### src/rtl/cc_rr_encoder.sv
// cc_rr_encoder
// Serialises a snapshot of active-low register requests (one line per
// register code 2..15) into 4-bit register-select codes, one per
// valid/ready handshake.
//
// Handshake: a code transfers on a rising edge where valid=1 and ready=1.
// valid, selection and pendingcount are held stable while ready=0.
// valid never drops without a transfer, except on reset.
//
// Ports:
//   CC_ENCODER_CLOCK_50            in   system clock, rising edge
//   CC_ENCODER_RESET_InLow         in   asynchronous active-low reset
//   CC_ENCODER_request_InBUS       in   active-low requests, bit k -> code k+2
//   CC_ENCODER_ready_InLow         in   consumer ready (active-high)
//   CC_ENCODER_selection_OutBUS    out  granted code, 0 when idle
//   CC_ENCODER_valid_Out           out  code valid
//   CC_ENCODER_pendingcount_OutBUS out  codes left in batch incl. presented one
//
// Build option: CC_ENCODER_ROUNDROBIN_EN selects round-robin grant order
// with a persistent pointer. Without it, the lowest pending index wins.
module cc_rr_encoder #(
  parameter int DATAWIDTH_ENCODER_REQUEST = 14,
  parameter int DATAWIDTH_ENCODER_OUT     = 4
) (
  input  logic                                 CC_ENCODER_CLOCK_50,
  input  logic                                 CC_ENCODER_RESET_InLow,
  input  logic [DATAWIDTH_ENCODER_REQUEST-1:0] CC_ENCODER_request_InBUS,
  input  logic                                 CC_ENCODER_ready_InLow,
  output logic [DATAWIDTH_ENCODER_OUT-1:0]     CC_ENCODER_selection_OutBUS,
  output logic                                 CC_ENCODER_valid_Out,
  output logic [DATAWIDTH_ENCODER_OUT-1:0]     CC_ENCODER_pendingcount_OutBUS
);

  localparam int REQ   = DATAWIDTH_ENCODER_REQUEST;
  localparam int OUT   = DATAWIDTH_ENCODER_OUT;
  localparam int IDX_W = $clog2(REQ);

  typedef enum logic {IDLE = 1'b0, SERVE = 1'b1} state_t;

  state_t             state_q, state_d;
  logic [REQ-1:0]     mask_q, mask_d;
  logic [OUT-1:0]     cnt_q, cnt_d;
  logic [OUT-1:0]     sel_q, sel_d;
  logic               valid_q, valid_d;

  logic [REQ-1:0]     req_act;
  logic [IDX_W-1:0]   cur_idx;
  logic [REQ-1:0]     remain;
  logic [IDX_W-1:0]   start_idle;
  logic [IDX_W-1:0]   start_serve;

  // First set bit of mask found scanning upward from start, wrapping at REQ.
  function automatic logic [IDX_W-1:0] pick(input logic [REQ-1:0] mask,
                                            input logic [IDX_W-1:0] start);
    logic [IDX_W-1:0] res;
    logic [IDX_W-1:0] jj;
    logic             found;
    int               j;
    res   = '0;
    found = 1'b0;
    for (int i = 0; i < REQ; i++) begin
      j = int'(start) + i;
      if (j >= REQ) j = j - REQ;
      jj = j[IDX_W-1:0];
      if (!found && mask[jj]) begin
        res   = jj;
        found = 1'b1;
      end
    end
    return res;
  endfunction

  function automatic logic [OUT-1:0] popcount(input logic [REQ-1:0] mask);
    logic [OUT-1:0] c;
    c = '0;
    for (int i = 0; i < REQ; i++) c = c + OUT'(mask[i]);
    return c;
  endfunction

  function automatic logic [IDX_W-1:0] wrap_inc(input logic [IDX_W-1:0] x);
    return (int'(x) == REQ - 1) ? '0 : x + IDX_W'(1);
  endfunction

  // Pending index 0 is register code 2.
  function automatic logic [OUT-1:0] to_code(input logic [IDX_W-1:0] idx);
    return OUT'(idx) + OUT'(2);
  endfunction

  assign req_act = ~CC_ENCODER_request_InBUS;
  // The presented code identifies the granted pending bit.
  assign cur_idx = IDX_W'(sel_q - OUT'(2));
  assign remain  = mask_q & ~({{(REQ-1){1'b0}}, 1'b1} << cur_idx);

`ifdef CC_ENCODER_ROUNDROBIN_EN
  logic [IDX_W-1:0] ptr_q, ptr_d;

  assign start_idle  = wrap_inc(ptr_q);
  assign start_serve = wrap_inc(cur_idx);

  always_comb begin
    ptr_d = ptr_q;
    if (state_q == SERVE && CC_ENCODER_ready_InLow) ptr_d = cur_idx;
  end

  always_ff @(posedge CC_ENCODER_CLOCK_50 or negedge CC_ENCODER_RESET_InLow) begin
    if (!CC_ENCODER_RESET_InLow) ptr_q <= IDX_W'(REQ - 1);
    else                         ptr_q <= ptr_d;
  end
`else
  assign start_idle  = '0;
  assign start_serve = '0;
`endif

  always_comb begin
    state_d = state_q;
    mask_d  = mask_q;
    cnt_d   = cnt_q;
    sel_d   = sel_q;
    valid_d = valid_q;
    case (state_q)
      IDLE: begin
        if (|req_act) begin
          mask_d  = req_act;
          cnt_d   = popcount(req_act);
          sel_d   = to_code(pick(req_act, start_idle));
          valid_d = 1'b1;
          state_d = SERVE;
        end
      end
      SERVE: begin
        // valid is always 1 here, so ready alone completes a handshake.
        if (CC_ENCODER_ready_InLow) begin
          mask_d = remain;
          if (|remain) begin
            sel_d = to_code(pick(remain, start_serve));
            cnt_d = cnt_q - OUT'(1);
          end else begin
            sel_d   = '0;
            cnt_d   = '0;
            valid_d = 1'b0;
            state_d = IDLE;
          end
        end
      end
      default: state_d = IDLE;
    endcase
  end

  always_ff @(posedge CC_ENCODER_CLOCK_50 or negedge CC_ENCODER_RESET_InLow) begin
    if (!CC_ENCODER_RESET_InLow) begin
      state_q <= IDLE;
      mask_q  <= '0;
      cnt_q   <= '0;
      sel_q   <= '0;
      valid_q <= 1'b0;
    end else begin
      state_q <= state_d;
      mask_q  <= mask_d;
      cnt_q   <= cnt_d;
      sel_q   <= sel_d;
      valid_q <= valid_d;
    end
  end

  assign CC_ENCODER_selection_OutBUS    = sel_q;
  assign CC_ENCODER_valid_Out           = valid_q;
  assign CC_ENCODER_pendingcount_OutBUS = cnt_q;

endmodule

### config.mk
export PLATFORM = sky130hd
export DESIGN_NAME = cc_rr_encoder
export DESIGN_NICKNAME = d
export VERILOG_FILES = /design/src/rtl/cc_rr_encoder.sv
export SDC_FILE = /design/constraint.sdc
export NUM_CORES = 1
export LEC_CHECK = 0
export CORE_AREA = 2 2 66 68
export DETAILED_ROUTE_END_ITERATION = 8
export DIE_AREA = 0 0 68 70
export PLACE_DENSITY = 0.82
export SETUP_SLACK_MARGIN = 0.05
export SLEW_MARGIN = 20
export SYNTH_ARGS = -nofsm -noshare
export SYNTH_HDL_FRONTEND = slang
export SYNTH_SLANG_ARGS = --single-unit
### constraint.sdc
create_clock -name CC_ENCODER_CLOCK_50 -period 3.5 [get_ports CC_ENCODER_CLOCK_50]
set_input_delay 0.7 -clock CC_ENCODER_CLOCK_50 [delete_from_list [all_inputs] [get_ports CC_ENCODER_CLOCK_50]]
set_output_delay 0.7 -clock CC_ENCODER_CLOCK_50 [all_outputs]
set_load 0.005 [all_outputs]
### After elaboration in Yosys (flattened, before gate mapping)

Cells that the tools add are included.

* reduce and logical (&&, ||, !) cells: 56
* bitwise gates (word level): 4
* magnitude comparators: 28
* equality and inequality tests: 3
* multiplexer cells: 269
* $add $sub $neg: 17
* shifts and indexed selects: 1

Operators by type and width (number)
* 4-bit two-way mux: 109
* 4-bit by 5-bit less-than comparator with 1-bit output (second input constant): 28
* 1-bit two-way mux: 125
* 1-bit binary-select mux with 4-bit select: 28
* 4-bit by 1-bit adder with 4-bit output: 10
* 14-bit two-way mux: 2
* 14-bit inverter: 2
* 14-bit case mux with 2 select lines: 1
* 14-bit OR reduction: 2
* 1-bit logical AND: 26
* 1-bit zero test: 26
* 4-bit case mux with 2 select lines: 2
* 14-bit AND: 1
* 1-bit by 4-bit << shifter with 14-bit output (first input constant): 1
* 4-bit by 2-bit adder with 4-bit output (second input constant): 2
* 2-bit != test (second input constant): 3
* 3-bit by 1-bit adder with 4-bit output: 1
* 1-bit case mux with 2 select lines: 2
* 4-bit by 1-bit subtractor with 4-bit output (second input constant): 1
* 4-bit by 2-bit subtractor with 4-bit output (second input constant): 1
* 2-bit by 1-bit adder with 3-bit output: 1
* 3-bit AND reduction: 1
* 1-bit by 1-bit adder with 2-bit output: 1
* 2-bit AND reduction: 1
* 1-bit inverter: 1

* bits in registers: 24
* word-level logic and storage cells: 383
* bits of input ports: 17

### Depth between registers and ports, before layout

Gate-level depths: netlist of the first run.

* depth in word-level cells: 96
* gate-level depth with buffers: 12
* mapped depth without buffers: 12

### Worst setup path after synthesis of the first run

Ideal clock, no wire load.

* path kind: input port to flip-flop
* start: input CC_ENCODER_request_InBUS[0]
* end: register cnt_q[2] (netlist: CC_ENCODER_pendingcount_OutBUS[2])
* cell stages on the path: 12
* path slack: -0.274 ns
* required time: 3.365 ns
* buffers on the path: 0
* setup time: 0.135 ns
* arrival: 3.639 ns
* path through: fa_1 -> inv_1 -> fa_1 -> fa_1 -> fa_1 -> ha_1 -> inv_1 -> fa_1 -> xor2_1 -> nor3_1 -> a21oi_1 -> o311ai_1

* longest elaborated chain between the ends: 16
* elaborated cells on any way between the ends: 19

Ends and longest elaborated chain
* start: declaration: RTL line 27 `input logic [DATAWIDTH_ENCODER_REQUEST-1:0] CC_ENCODER_request_InBUS,`
* 14-bit inverter (*): RTL line 89 `assign req_act = ~CC_ENCODER_request_InBUS;`
* 1-bit by 1-bit adder with 2-bit output: RTL line 76 `for (int i = 0; i < REQ; i++) c = c + OUT'(mask[i]);`
* 2-bit by 1-bit adder with 3-bit output: RTL line 76
* 3-bit by 1-bit adder with 4-bit output: RTL line 76
* 4-bit by 1-bit adder with 4-bit output (10 in a row): RTL line 76
* 4-bit two-way mux: RTL line 122 `if (|req_act) begin`
* 4-bit case mux with 2 select lines: RTL line 120 `case (state_q)`
* end signal: assignment: RTL line 159 `cnt_q <= cnt_d;`
* end: declaration: RTL line 42 `logic [OUT-1:0] cnt_q, cnt_d;`

Mark *: on every way between the ends. The rest lies on a longest branch, timed or not. The select of a mux whose other input is x is not followed.
A chain may end at the register's enable or synchronous reset.

### Final worst setup path of the first run

* start: input CC_ENCODER_request_InBUS[1]
* end: register cnt_q[2] (netlist: CC_ENCODER_pendingcount_OutBUS[2])

Same word-level chain as after synthesis.

==> results of run 1 <==
-- final timing paths --
path,startpoint,to,slack (ns),cells after the start
min in group asynchronous,CC_ENCODER_RESET_InLow,mask_q[3],0.78,2
max in group asynchronous,CC_ENCODER_RESET_InLow,CC_ENCODER_selection_OutBUS[2],2.47,2
setup reg to reg,CC_ENCODER_selection_OutBUS[2],CC_ENCODER_pendingcount_OutBUS[2],0.44,8
setup / recovery,CC_ENCODER_request_InBUS[1],CC_ENCODER_pendingcount_OutBUS[2],-0.14,13
hold / removal,mask_q[3],mask_q[3],0.48,2
hold reg to reg,mask_q[3],mask_q[3],0.48,2
-- synthesized netlist by cell type (all sizes together) (6+ instances only) --
cell | n | area, um2
a31oi | 7 | 50.1
nor2 | 19 | 71.3
nand3 | 6 | 30.0
dfrtp | 24 | 601
clkbuf | 7 | 26.3
fa | 9 | 180
ha | 10 | 125
nand2 | 21 | 78.8
inv | 30 | 113
o31ai | 7 | 52.6
o21ai | 28 | 140
a21oi | 16 | 80.1
-- area by class of cell --
cell class	instances	area share, %
clock buffer	4	2.04
timing repair buffer	50	15.9
inverter	30	4.18
multi-input combinational	199	53.2
tap	52	2.41
sequential	24	22.3
-- routing by layer --
| layer | GRT usage, % | vias to the layer above |
|---|---|---|
| met3 | 3.06 | 13 |
| met5 | 0 | - |
| li1 | - | 1059 |
| met4 | 9.11 | 0 |
| met2 | 43.0 | 77 |
| met1 | 39.4 | 1058 |
-- power by group through the flow --
| stage | logic [W] | registers [W] | clock network, W |
|---|---|---|---|
| after floorplan | 0.000919 | 0.000486 | 0 |
| after global placement | 0.00128 | 0.000504 | 0 |
| after detailed placement | 0.00131 | 0.000510 | 0 |
| after CTS | 0.00133 | 0.000503 | 0.000196 |
| after global routing | 0.00151 | 0.000528 | 0.000204 |
| final | 0.00135 | 0.000508 | 0.000196 |
-- cells by family (layout without fill, tap and decap cells) --
| logic type | after synthesis | in the layout | share of synthesized area [%] |
|---|---|---|---|
| XOR/XNOR | 4 | 4 | 1.61 |
| flip-flops | 24 | 24 | 27.6 |
| AND/OR/NAND/NOR | 77 | 77 | 18.0 |
| AO/OA/AOI/OAI | 98 | 98 | 30.8 |
| buffers and inverters | 42 | 84 | 7.52 |
| adder cells (fa/ha/maj) | 19 | 19 | 14.0 |
| multiplexers | 1 | 1 | 0.460 |
-- what timing repair did --
action,CTS,global route
resized for setup,33,5
pin swaps,10,9
setup endpoints to repair,4,3
setup buffers,2,0
-- sequential cells by signal, summed over array words and instances, names as in the netlist --
signal	count
CC_ENCODER_valid_Out	1
CC_ENCODER_pendingcount_OutBUS	4
state_q	1
mask_q	14
CC_ENCODER_selection_OutBUS	4
-- worst reg2reg max path, stage by stage, from the launching register on --
cell and delay [ns]:
dfrtp_1 0.42, inv_1 0.07, ha_1 0.19, xor2_1 0.76, o21ai_0 0.40, nand4_1 0.26
and4b_4 0.26, or4_1 0.51, o311ai_1 0.10
-- stage by stage --
stage	setup WS (ns)	area (um2)	util, %	std cells	setup TNS, ns
finish	-0.143	2700	65.1	359	-0.303
global route	-0.245	2700	65.1	359	-0.587
CTS	-0.276	2680	64.6	359	-0.597
detailed placement	-0.896	2620	63.1	353	-2.80
global placement	-0.816	2620	63.1	353	-2.57
floorplan	-0.253	2180	-	265	-0.540
==> flow_summary.toml, run 1 <==
[critical_path]
critPathKind = "input pin to register"
worstPathCellList = "buf_6, fa_1, inv_1, fa_1, fa_1, fa_1, ha_2, inv_2, fa_2, xor2_1, nor3_2, a21oi_2, o311ai_1"
cp.arrival_ns = 3.79
cp.required_ns = 3.65
path_max_fanout = 2
critPathMostFrequentCell = "fa_1"
path_buf_inv = 3
cpPeakStageDelay_ns = 0.52
start_kind = "input pin"
cp_slowest_cell = "fa_1"
cpLargestDelayFamily = "adder cells"
end_kind = "register"

[placed_design]
port_buffers = 25
post-dp-hpwl_um = 4610
place.gp.congestion = 0.954

[final_layout]
diodes = 0
seqCellArea_um2 = 601
drive_gt1_share_pct = 17.3
final_cell_mix = "o21ai_0, buf_4, dfrtp_1, inv_1, nand2_1"
fill_cells = 357
area.growth.synth_to_final_pct = 23.8
multi_input_area_mm2 = 0.00143
layout_commonest_cell = "o21ai_0"
final_nets = 344

[synth]
netlist_area_mm2 = 0.00218
async_flop_share_pct = 100
synth-edff-count = 0
synth_warnings = 0
synth-seq-cells = 24
yosys.cell_types.count = 60
ys_seq_area_share_pct = 27.6
syn_avg_cell_area_um2 = 8.22
synth_top_flop_cell = "dfrtp_1"
syn_inst = 265
syn-num-nets = 301

[sta]
min_period_over_period_pct = 104
finalSetupViolations = 3
fmax_mhz = 274
slew_headroom_pct = 37.2
finalHoldViolCount = 0
slew_violations = 0
worstMarginPinSlew_ns = 0.939
layout_min_cycle_time_ns = 3.64
worst_slack_ns = -0.143
rsz0062_at_grt = "yes"
whs_ns = 0.484
finClkSkew_ns = 0.00326

[detailed_routing]
finalWirelength_um = 5860
routedWlPerCell_um = 16.3
postRouteAntennaNets = 0
vias = 2207
drc = 0
wl_met1_um = 2600
dr.pass1.iters = 4
wl_met2_um = 2830
vias_per_cell = 6.15
first_iter_violations = 207
wl_met3_um = 296
highest_layer = "met4"

[die]
die_width_um = 68
io_pins = 26
start_util_pct = 52.6
core_area_mm2 = 0.00414
num_rows = 24
die_h_um = 70
dieArea_mm2 = 0.00476

[power]
leakagePower_nw = 1.17
ir_worst_vdd_uv = 321
switching_power_w = 0.000984
internal_power_w = 0.00107
seqPwrFrac_pct = 24.7
swShare_pct = 47.9
clock_power_share_pct = 9.5
p_total_w = 0.00205
power_density_mw_per_mm2 = 762
comb_power_share_pct = 65.7

[grt]
grt_pass1_vias = 2179
antenna_found_initial = 0
grt_first_pass_wirelength_um = 10300
grt_overflow = 0
grt_max_degree = 25
grt_usage_pct = 27.6

[flow_run]
drv_cap = 0

[cts]
cts_tree = "yes"
htree_levels = 1
clock_latency_ns = 0.27
clk_path_buf_depth = 2
clkSlewWorstSetupHoldPaths_ns = 0.09
hold_buffers = 0
cts_buffers = 3
cts-root-buf = "clkbuf_8"
numClockSinks = 24

[run_status]
violations = "negative setup slack"
status = "complete, but fails checks"

[hold_path]
hold_path.class = "register to register"
Note: power is estimated with default switching activity, not from simulation.
==> run 2: changes to the inputs <==
Settings changed: REMOVE_ABC_BUFFERS set to 1.
==> flow_summary.toml, run 2 (synthesized netlist as in run 1, its figures left out) <==
[run_status]
status = "complete, but fails checks"
violations = "negative setup slack"

[die]
die_width_um = 68
io_pins = 26
start_util_pct = 52.6
num_rows = 24
dieArea_mm2 = 0.00476
core_area_mm2 = 0.00414
die_h_um = 70

[sta]
fmax_mhz = 267
whs_ns = 0.481
slew_violations = 0
layout_min_cycle_time_ns = 3.75
finalSetupTns_ns = -0.518
min_period_over_period_pct = 107
worst_slack_ns = -0.246
finalSetupViolations = 3
slew_headroom_pct = 45.9
worstMarginPinSlew_ns = 0.809
rsz0062_at_grt = "yes"
finalHoldViolCount = 0
finClkSkew_ns = 0.00223

[grt]
antenna_found_initial = 0
grt_usage_pct = 29.2
grt_first_pass_wirelength_um = 10800
grt_use_met3_pct = 2.58
grt_pass1_vias = 2305
top_usage_layer = "met2"
grt_max_degree = 25
grt_overflow = 0
grt_use_met1_pct = 40.4
grt_use_met2_pct = 46.9

[critical_path]
cp.required_ns = 3.65
cpPeakStageDelay_ns = 0.54
end_kind = "register"
start_kind = "input pin"
path_buf_inv = 3
critPathKind = "input pin to register"
cp_slowest_cell = "fa_1"
path_max_fanout = 2
cpLargestDelayFamily = "adder cells"
cp.arrival_ns = 3.90
worstPathCellList = "buf_6, fa_1, inv_2, fa_1, fa_1, fa_1, ha_2, inv_2, fa_2, xor2_2, nor3_2, a21oi_1, o311ai_1"
critPathMostFrequentCell = "fa_1"

[power]
internal_power_w = 0.00108
comb_power_share_pct = 67.6
switching_power_w = 0.00102
power_density_mw_per_mm2 = 784
p_total_w = 0.00210
leakagePower_nw = 1.16
clock_power_share_pct = 8.1
seqPwrFrac_pct = 24.3
swShare_pct = 48.5
ir_worst_vdd_uv = 304

[flow_run]
drv_cap = 0

[detailed_routing]
routedWlPerCell_um = 17.5
vias_per_cell = 6.34
vias = 2276
postRouteAntennaNets = 0
finalWirelength_um = 6290
dr.pass1.iters = 5
first_iter_violations = 345
drc = 0

[placed_design]
port_buffers = 25
post-dp-hpwl_um = 4730
place.gp.congestion = 0.959

[cts]
htree_levels = 1
cts-root-buf = "clkbuf_8"
clock_latency_ns = 0.27
clkSlewWorstSetupHoldPaths_ns = 0.09
cts_tree = "yes"
numClockSinks = 24
cts_buffers = 3
clk_path_buf_depth = 2

[final_layout]
drive_gt1_share_pct = 17.9
largest_register_ffs = 14
regMostFlops = "mask_q"
area.growth.synth_to_final_pct = 23.3
final_nets = 345
diodes = 0
final_cell_mix = "o21ai_0, buf_4, dfrtp_1, inv_1, nand2_1"

[hold_path]
hold_path.class = "register to register"
==> run 2: cell type report <==
class	count	area [um2]
fillers	354	1460
multi-input cells	199	1440
flip-flops and latches	24	601
repair buffers	51	428
inverters	30	113
well taps	52	65.1
clock buffers	3	41.3
==> run 2: final timing paths <==
path,slack (ns),end,from,cells past startpoint
worst max-delay path,-0.25,CC_ENCODER_pendingcount_OutBUS[2],CC_ENCODER_request_InBUS[3],13
worst min-delay path,0.48,mask_q[3],mask_q[3],2
worst max register to register,0.51,CC_ENCODER_selection_OutBUS[3],CC_ENCODER_selection_OutBUS[2],12
worst min register to register,0.48,mask_q[3],mask_q[3],2
max in group asynchronous,2.45,mask_q[6],CC_ENCODER_RESET_InLow,2
min in group asynchronous,0.79,mask_q[9],CC_ENCODER_RESET_InLow,2
==> run 2: stage by stage <==
stage	worst slack (ns)	std cells	cell area [um2]	utilization (%)
2_1_floorplan	-0.298	253	2130	-
3_3_place_gp	-0.829	354	2620	63.3
3_5_place_dp	-0.935	354	2620	63.3
4_1_cts	-0.223	359	2670	64.3
5_1_grt	-0.325	359	2690	64.8
6_report	-0.246	359	2690	64.8
==> run 2: timing repair <==
action,CTS,global route
hold buffers,0,0
buffers inserted,2,0
pin swaps,10,3
gates resized for setup,33,5
setup endpoints to repair,4,3
==> run 2: per-layer routing <==
metal	vias to the layer above	part of all wire, %
met2	124	48
li1	1054	-
met5	-	0
met4	0	3.5
met1	1073	41
met3	25	7.8
==> run 2: tightest hold or removal path: cells and delay by family (launching register included) <==
| family | cells | cell delay (ns) |
|---|---|---|
| AND/OR/NAND/NOR | 2 | 0.10 |
| flip-flops | 1 | 0.35 |
==> run 2: power groups by stage <==
stage	registers (W)	logic (W)	clock network [W]
5_1_grt	0.000528	0.00158	0.000185
2_1_floorplan	0.000504	0.000870	0
4_1_cts	0.000507	0.00138	0.000175
6_report	0.000511	0.00142	0.000171
3_3_place_gp	0.000506	0.00130	0
3_5_place_dp	0.000511	0.00135	0
